==> config.mk <==
export PLATFORM = sky130hd
export DESIGN_NAME = renkon_net_loader_flat
export DESIGN_NICKNAME = d
export VERILOG_FILES = /design/src/rtl/renkon_pkg.sv /design/src/rtl/renkon_net_loader_if.sv /design/src/rtl/renkon_loader_addrgen.sv /design/src/rtl/renkon_net_loader.sv /design/src/flat_wrapper.sv
export SDC_FILE = /design/constraint.sdc
export NUM_CORES = 1
export LEC_CHECK = 0
export BUFFER_PORTS_ARGS = -buffer_cell sky130_fd_sc_hd__clkbuf_2
export CORE_ASPECT_RATIO = 0.6
export CORE_MARGIN = 5
export CORE_UTILIZATION = 55
export DETAILED_ROUTE_END_ITERATION = 7
export GPL_ROUTABILITY_DRIVEN = 0
export GPL_TIMING_DRIVEN = 0
export HOLD_SLACK_MARGIN = 0.02
export PLACE_DENSITY = 0.8
export SLEW_MARGIN = 20
export SYNTH_ARGS = -nofsm -noshare
export SYNTH_HDL_FRONTEND = slang
export SYNTH_HIERARCHICAL = 1
export SYNTH_SLANG_ARGS = --single-unit
==> constraint.sdc <==
create_clock -name clk -period 3.7 [get_ports clk]
set_clock_uncertainty 0.1 [all_clocks]
set_input_delay 0.37 -clock clk [delete_from_list [all_inputs] [get_ports clk]]
set_output_delay 0.37 -clock clk [all_outputs]
set_load 0.01 [all_outputs]
==> src/rtl/renkon_pkg.sv <==
// renkon_pkg: shared renkon constants and the net loader state type
package renkon_pkg;
  localparam int DWIDTH = 16;
  localparam int RENKON_CORE = 4;
  localparam int RENKON_CORELOG = 2;
  localparam int RENKON_NETSIZE = 11;
  typedef enum logic [1:0] {L_IDLE, L_LOAD, L_FIN} loader_state_t;
endpackage

==> src/rtl/renkon_net_loader_if.sv <==
// renkon_net_loader_if: control, weight stream and net-memory write port of the loader
interface renkon_net_loader_if #(
  parameter int DWIDTH = renkon_pkg::DWIDTH,
  parameter int CORELOG = renkon_pkg::RENKON_CORELOG,
  parameter int NETSIZE = renkon_pkg::RENKON_NETSIZE
);
  logic start;
  logic [CORELOG:0] core_num;
  logic [NETSIZE:0] words;
  logic [NETSIZE-1:0] net_offset;
  logic s_valid;
  logic [DWIDTH-1:0] s_data;
  logic s_ready;
  logic [CORELOG-1:0] net_sel;
  logic net_we;
  logic [NETSIZE-1:0] net_addr;
  logic [DWIDTH-1:0] net_wdata;
  logic busy;
  logic done;
  modport master (
    input start, core_num, words, net_offset, s_valid, s_data,
    output s_ready, net_sel, net_we, net_addr, net_wdata, busy, done
  );
  modport slave (
    output start, core_num, words, net_offset, s_valid, s_data,
    input s_ready, net_sel, net_we, net_addr, net_wdata, busy, done
  );
endinterface

==> src/rtl/renkon_loader_addrgen.sv <==
// renkon_loader_addrgen: core/word counters, last-word flag and wrapping address adder
module renkon_loader_addrgen #(
  parameter int CORELOG = renkon_pkg::RENKON_CORELOG,
  parameter int NETSIZE = renkon_pkg::RENKON_NETSIZE
) (
  input  logic clk,
  input  logic xrst,
  input  logic clr,
  input  logic inc,
  input  logic [CORELOG:0] core_num,
  input  logic [NETSIZE:0] words,
  input  logic [NETSIZE-1:0] offset,
  output logic [CORELOG-1:0] core_cnt,
  output logic [NETSIZE-1:0] addr,
  output logic last
);
  logic [NETSIZE-1:0] word_cnt;
  logic word_last;
  assign word_last = {1'b0, word_cnt} == words - 1'b1;
  assign last = word_last && ({1'b0, core_cnt} == core_num - 1'b1);
  assign addr = offset + word_cnt;
  always_ff @(posedge clk or posedge xrst)
    if (xrst) begin
      word_cnt <= '0;
      core_cnt <= '0;
    end else if (clr) begin
      word_cnt <= '0;
      core_cnt <= '0;
    end else if (inc) begin
      word_cnt <= word_last ? '0 : word_cnt + 1'b1;
      core_cnt <= word_last ? core_cnt + 1'b1 : core_cnt;
    end
endmodule

==> src/rtl/renkon_net_loader.sv <==
// renkon_net_loader: streams signed weights core-major into the renkon net memories
// Optional RENKON_LOADER_CHKSUM_EN adds a 32-bit sign-extended sum of accepted words.
module renkon_net_loader #(
  parameter int DWIDTH = renkon_pkg::DWIDTH,
  parameter int CORE = renkon_pkg::RENKON_CORE,
  parameter int CORELOG = renkon_pkg::RENKON_CORELOG,
  parameter int NETSIZE = renkon_pkg::RENKON_NETSIZE
) (
  input logic clk,
  input logic xrst,
  renkon_net_loader_if.master bus
`ifdef RENKON_LOADER_CHKSUM_EN
  ,
  output logic [31:0] chksum
`endif
);
  import renkon_pkg::*;
  loader_state_t state, state_n;
  logic [CORELOG:0] cfg_core;
  logic [NETSIZE:0] cfg_words;
  logic [NETSIZE-1:0] cfg_offset;
  logic [CORELOG-1:0] core_cnt;
  logic [NETSIZE-1:0] addr;
  logic last, hs, launch, noop;
  assign launch = state == L_IDLE && bus.start;
  assign noop = bus.core_num == '0 || bus.words == '0 || bus.core_num > (CORELOG+1)'(CORE);
  assign hs = state == L_LOAD && bus.s_valid;
  assign bus.s_ready = state == L_LOAD;
  assign bus.busy = state != L_IDLE;
  assign bus.done = state == L_FIN;
  always_comb begin
    state_n = state;
    state_n = state == L_IDLE ? (bus.start ? (noop ? L_FIN : L_LOAD) : L_IDLE)
            : state == L_LOAD ? (hs && last ? L_FIN : L_LOAD)
            : L_IDLE;
  end
  always_ff @(posedge clk or posedge xrst)
    if (xrst) state <= L_IDLE;
    else state <= state_n;
  always_ff @(posedge clk or posedge xrst)
    if (xrst) begin
      cfg_core <= '0;
      cfg_words <= '0;
      cfg_offset <= '0;
    end else if (launch) begin
      cfg_core <= bus.core_num;
      cfg_words <= bus.words;
      cfg_offset <= bus.net_offset;
    end
  renkon_loader_addrgen #(.CORELOG(CORELOG), .NETSIZE(NETSIZE)) u_addrgen (
    .clk(clk),
    .xrst(xrst),
    .clr(launch),
    .inc(hs),
    .core_num(cfg_core),
    .words(cfg_words),
    .offset(cfg_offset),
    .core_cnt(core_cnt),
    .addr(addr),
    .last(last)
  );
  // Write port is registered one cycle behind the handshake; sel/addr/data hold between writes.
  always_ff @(posedge clk or posedge xrst)
    if (xrst) begin
      bus.net_we <= 1'b0;
      bus.net_sel <= '0;
      bus.net_addr <= '0;
      bus.net_wdata <= '0;
    end else begin
      bus.net_we <= hs;
      if (hs) begin
        bus.net_sel <= core_cnt;
        bus.net_addr <= addr;
        bus.net_wdata <= bus.s_data;
      end
    end
`ifdef RENKON_LOADER_CHKSUM_EN
  always_ff @(posedge clk or posedge xrst)
    if (xrst) chksum <= '0;
    else if (launch) chksum <= '0;
    else if (hs) chksum <= chksum + 32'(signed'(bus.s_data));
`endif
endmodule
==> src/flat_wrapper.sv <==
// flat-port wrapper written by rule: the top's interface ports become plain ports
module renkon_net_loader_flat import renkon_pkg::*;
#(
  parameter int DWIDTH = renkon_pkg::DWIDTH,
  parameter int CORE = renkon_pkg::RENKON_CORE,
  parameter int CORELOG = renkon_pkg::RENKON_CORELOG,
  parameter int NETSIZE = renkon_pkg::RENKON_NETSIZE
)
  (clk, xrst, bus_start, bus_core_num, bus_words, bus_net_offset, bus_s_valid, bus_s_data, bus_s_ready, bus_net_sel, bus_net_we, bus_net_addr, bus_net_wdata, bus_busy, bus_done);
  renkon_net_loader_if #(.DWIDTH(DWIDTH), .CORELOG(CORELOG), .NETSIZE(NETSIZE)) bus_i ();
  input logic clk;
  input logic xrst;
  input wire logic [$bits(bus_i.start)-1:0] bus_start;
  input wire logic [$bits(bus_i.core_num)-1:0] bus_core_num;
  input wire logic [$bits(bus_i.words)-1:0] bus_words;
  input wire logic [$bits(bus_i.net_offset)-1:0] bus_net_offset;
  input wire logic [$bits(bus_i.s_valid)-1:0] bus_s_valid;
  input wire logic [$bits(bus_i.s_data)-1:0] bus_s_data;
  output wire logic [$bits(bus_i.s_ready)-1:0] bus_s_ready;
  output wire logic [$bits(bus_i.net_sel)-1:0] bus_net_sel;
  output wire logic [$bits(bus_i.net_we)-1:0] bus_net_we;
  output wire logic [$bits(bus_i.net_addr)-1:0] bus_net_addr;
  output wire logic [$bits(bus_i.net_wdata)-1:0] bus_net_wdata;
  output wire logic [$bits(bus_i.busy)-1:0] bus_busy;
  output wire logic [$bits(bus_i.done)-1:0] bus_done;
  assign bus_i.start = bus_start;
  assign bus_i.core_num = bus_core_num;
  assign bus_i.words = bus_words;
  assign bus_i.net_offset = bus_net_offset;
  assign bus_i.s_valid = bus_s_valid;
  assign bus_i.s_data = bus_s_data;
  assign bus_s_ready = bus_i.s_ready;
  assign bus_net_sel = bus_i.net_sel;
  assign bus_net_we = bus_i.net_we;
  assign bus_net_addr = bus_i.net_addr;
  assign bus_net_wdata = bus_i.net_wdata;
  assign bus_busy = bus_i.busy;
  assign bus_done = bus_i.done;
  renkon_net_loader #(.DWIDTH(DWIDTH), .CORE(CORE), .CORELOG(CORELOG), .NETSIZE(NETSIZE)) u_core (.clk(clk), .xrst(xrst), .bus(bus_i));
endmodule
# Word-level counts from Yosys, hierarchy flattened
# Cells that the tools add are included.
[word_totals] out_inout_bits=33 regBits=71 input_bits=46
[classes] add_sub_neg=5 n_eq_ne=4 magnitude_cmp=1 n_mux=11 reduce_logical=13
[op_table] operator="two-way mux 11 bit" n=3
[op_table] operator="two-way mux 2 bit" n=8
[op_table] operator="equality test 11 x 12 -> 1 bit" n=1
[op_table] operator="logical NOT 12 bit" n=1
[op_table] operator="subtractor 12 x 1 -> 12 bit, second input constant" n=1
[op_table] operator="adder 11 x 1 -> 11 bit, second input constant" n=1
[op_table] operator="adder 11 bit" n=1
[op_table] operator="nonzero test 2 bit" n=3
[op_table] operator="logical AND 1 bit" n=4
[op_table] operator="equality test 2 x 3 -> 1 bit" n=1
[op_table] operator="> comparator 3 bit, second input constant" n=1
[op_table] operator="logical NOT 3 bit" n=1
[op_table] operator="subtractor 3 x 1 -> 3 bit, second input constant" n=1
[op_table] operator="adder 2 x 1 -> 2 bit, second input constant" n=1
[op_table] operator="equality test 2 x 1 -> 1 bit, second input constant" n=1
[op_table] operator="equality test 2 bit, second input constant" n=1
[op_table] operator="logical NOT 2 bit" n=1
[op_table] operator="logical OR 1 bit" n=2
[op_table] operator="AND reduction 2 bit" n=1

# Depth between registers and ports, before layout
[depth] ltp_word=7 mapped_depth=11

# Modules after synthesis
# Netlist, hierarchy kept.
[by_module_without_submodules] mod="renkon_net_loader" area_per_inst_um2=2301.0 seq_area_each_um2=1451.4 instances=1 cells_each=139
[by_module_without_submodules] mod="renkon_loader_addrgen" area_per_inst_um2=1674.1 seq_area_each_um2=325.3 instances=1 cells_each=207

# Worst setup path after synthesis
# OpenSTA, ideal clock, no wires.
[synth_timing] kind="reg-to-reg" from="reg u_core.cfg_words[0]" to="reg u_core.state[0]" path_stages_with_launch=12 slack_ns=0.785 path_buffers=1 t_arrival_ns=2.694 synth_period_minus_slack_ns=2.915 setup_time_ns=0.122 cell_sequence="dfrtp_1 inv_1 ha_1 or3b_1 clkbuf_1 nor4_2 xnor2_1 a32o_2 or3_1 nor4_1 nand2_1 a32o_1"
[synth_between] elab_chain_len=7
[synth_rtl] element="start, declared" line_no="renkon_net_loader.sv:20" source="logic [NETSIZE:0] cfg_words;"
[synth_rtl] element="start signal, assigned" line_no="renkon_net_loader.sv:47" source="cfg_words <= bus.words;"
[synth_rtl] element="subtractor 12 x 1 -> 12 bit" line_no="renkon_loader_addrgen.sv:19" source="assign word_last = {1'b0, word_cnt} == words - 1'b1;"
[synth_rtl] element="equality test 11 x 12 -> 1 bit" line_no="renkon_loader_addrgen.sv:19"
[synth_rtl] element="logical AND 1 bit" line_no="renkon_loader_addrgen.sv:20" source="assign last = word_last && ({1'b0, core_cnt} == core_num - 1'b1);"
[synth_rtl] element="via u_core.last" line_no="renkon_net_loader.sv:24" source="logic last, hs, launch, noop;"
[synth_rtl] element="logical AND 1 bit" line_no="renkon_net_loader.sv:34" source=": state == L_LOAD ? (hs && last ? L_FIN : L_LOAD)"
[synth_rtl] element="two-way mux 2 bit (2 in a row)" line_no="renkon_net_loader.sv:34"
[synth_rtl] element="two-way mux 2 bit" line_no="renkon_net_loader.sv:33" source="state_n = state == L_IDLE ? (bus.start ? (noop ? L_FIN : L_LOAD) : L_IDLE)"
[synth_rtl] element="via u_core.state_n[0]" line_no="renkon_net_loader.sv:18" source="loader_state_t state, state_n;"
[synth_rtl] element="end signal, assigned" line_no="renkon_net_loader.sv:39" source="else state <= state_n;"
[synth_rtl] element="end, declared" line_no="renkon_net_loader.sv:18"
# The timed path passes the listed nets, and every way through them passes these cells.
# A chain may end at the register's enable or synchronous reset.

# Worst setup path in the final report
# Ends and elaborated chain as after synthesis.

==> results.yml <==
logic_synthesis:
  synthCells: 346
  yosys_warnings: 6
  syn-num-nets: 406
  ys_ff_latch: 71
  ys.flop_type: "dfrtp_1"
  synthesis.area_um2: 3980
  yosysUniqueCellTypes: 56
  synth_edf_count: 0
  seq_area_frac_synth_pct: 44.7
  syn_area_per_cell_um2: 11.5
  async_flop_share_pct: 100
finish:
  nNetsFinal: 496
  layout.cells.non_filler: 532
  stdcell_area_um2: 4800
  diodes: 0
  drive_gt1_share_pct: 38.1
  final_cell_mix: "78 x clkbuf_2, 71 x dfrtp_1, 45 x mux2_2"
  final_common_cell: "clkbuf_2"
  final_core_util_pct: 67.1
  areaGrowthSynthToFinish_pct: 20.7
power_and_ir_drop:
  p_sw_mw: 1.46
  swShare_pct: 36.6
  p_leak_nw: 2.19
  power_density_nw_per_um2: 831
  ir_worst_vdd_v: 0.000563
  power_frac_seq_pct: 35.3
  intPower_mw: 2.53
  power.share.combinational_pct: 42.4
  clkPwrFrac_pct: 22.3
timing:
  finalSetupTns_ns: 0
  rsz0062_at_grt: "no"
  fin_crit_sh_pct: 92.7
  setup_viol: 0
  worst_pin_slew_ns: 0.714
  hold_viol_final: 0
  fmax_mhz: 292
  min_period_ns: 3.43
  relSlewSlack_pct: 52.4
  slew_violations: 0
floorplan:
  rows: 24
  dieHeight_um: 75.9
  core-area_um2: 7150
  io_pins: 79
  start_util_pct: 55.6
  die-area_um2: 9080
  die_x_um: 120
clocking:
  max-clock-path-buffers: 2
  insertion_delay_ns: 0.34
  post_cts_resize_count: 0
  cts_tree: "done"
  cts_buffers: 9
  cts.sinks: 71
  cts.htree.levels: 3
  root_buffer: "clkbuf_16"
  cts.clk_slew.worst_paths_ns: 0.06
grt:
  first_global_vias: 3213
  antenna_found_initial: 0
  grtUsageTotal_pct: 22.3
  gr-total-overflow: 0
  grt_max_degree: 59
  grt_pass1_wl_um: 15700
detailed_routing:
  routed-wl-met2_um: 4170
  top_layer: "met4"
  drc_errors: 0
  ant_nets: 0
  firstDrtPassIters: 4
  vias: 3017
  vias_per_cell: 5.67
  wl_met1_um: 4200
  route.met3.wl_um: 678
  wire_per_inst_um: 17.2
  drt_iter0_drc: 200
  wirelength_um: 9140
critical_path:
  cp.required_ns: 3.83
  worstSetupPathType: "reg -> reg"
  endpoint_kind: "flip-flop"
  path_max_fanout: 6
  cp-startpoint: "u_core/cfg_words[0]$_DFFE_PP0P_"
  reg2reg_from: "u_core/cfg_words[0]$_DFFE_PP0P_"
  cp.arrival_ns: 3.56
  start_kind: "flip-flop"
placement:
  hpwl_um: 6910
  dp.cells: 515
  io_buffers: 78
  place_area_um2: 4480
run_status:
  run_status: "complete, no violations"
hold_path:
  hp-class: "in -> reg"
  hold_start: "bus_s_data[4]"
job:
  maxCapViolCount: 0
## critical path, stage by stage (launching register included)
cell and delay (ns):
dfrtp_1 0.48, inv_1 0.08, ha_1 0.23, nor3b_2 0.21
or3_1 0.38, a221oi_1 0.35, o211ai_1 0.30, or3_1 0.45
nor4_1 0.43, nand2_1 0.11, a32o_1 0.21
## cell usage after synthesis, drive strengths merged, types with 4 or more instances
master  instances  area (µm²)
inv            18        67.6
ha             13         163
xnor2          21         184
o311ai          4        35.0
dfrtp          71        1780
nand2          10        42.5
o21ai           7        35.0
buf             7        75.1
nand3          11        55.1
nor2b           8        57.6
clkbuf          8        30.0
xor2           11        96.3
nor3           15        75.1
nor2           17        66.3
nor4            9        68.8
or3             5        31.3
a21oi          10        50.1
mux2           58         694
## per-stage QoR
| step | worst slack [ns] | hold slack, ns | power [mW] |
|---|---|---|---|
| after floorplan | 0.785 | 0.147 | 2.58 |
| after global placement | 0.485 | 0.323 | 2.99 |
| after detailed placement | 0.412 | 0.373 | 3.10 |
| after CTS | 0.267 | 0.155 | 4.01 |
| after global routing | 0.108 | 0.153 | 4.27 |
| final | 0.270 | 0.161 | 3.99 |
## routing by layer
metal | GRT usage (%) | vias to the layer above
li1 | - | 1435
met1 | 28.7 | 1462
met2 | 37.1 | 108
met3 | 7.49 | 12
met4 | 5.58 | 0
met5 | 0 | -
## repair_timing
item / 4_1_cts / 5_1_grt
hold buffers: 1 / 0
endpoints found under the hold margin: 11 / 0
setup buffers: 0 / 0
## final cells by class
type	instances	area, µm²
Buffer	15	105
Clock buffer	10	239
Clock inverter	6	67.6
Fill cell	551	2350
Inverter	18	70.1
Multi-Input combinational cell	242	2030
Sequential cell	71	1780
Tap cell	91	114
Timing Repair Buffer	79	400
## path summary, 6_finish.rpt
kind                                                                  to  slack (ns)  cells after the start
worst max-delay path                           u_core/state[0]$_DFF_PP0_        0.27                     10
worst min-delay path                 u_core/bus.net_wdata[4]$_DFFE_PP0N_        0.16                      2
worst max register to register                 u_core/state[0]$_DFF_PP0_        0.27                     10
worst min register to register        u_core/bus.net_addr[3]$_DFFE_PP0N_        0.40                      1
max in group asynchronous               u_core/cfg_offset[9]$_DFFE_PP0P_        2.39                      3
min in group asynchronous       u_core/u_addrgen/core_cnt[1]$_DFFE_PP0P_        0.57                      3
## flip-flops by register name, summed over array words and instances, names as in the netlist
register and count:
u_core/u_addrgen/core_cnt 2, u_core/cfg_offset 11, u_core/state 2, u_core/bus.net_we 1
u_core/bus.net_sel 2, u_core/bus.net_wdata 16, u_core/cfg_core 3, u_core/cfg_words 12
u_core/u_addrgen/word_cnt 11, u_core/bus.net_addr 11
## logic make-up (layout without fill, tap and decap cells)
family / after synthesis / after routing / synth area share, %
compound gates: 45 / 45 / 8.09
xor+xnor: 32 / 32 / 7.05
fa+ha+maj: 14 / 14 / 4.60
buf+inv: 33 / 128 / 4.34
flops: 71 / 71 / 44.7
mux: 58 / 58 / 17.5
simple gates: 93 / 93 / 13.8
## power groups by stage
stage	Clock, mW	Sequential [mW]	Combinational, mW
after floorplan	0	1.41	1.17
after global placement	0	1.39	1.60
after detailed placement	0	1.41	1.68
after CTS	0.904	1.41	1.70
after global routing	0.946	1.46	1.86
final	0.889	1.41	1.69
Power figures use the tool's default switching activity.
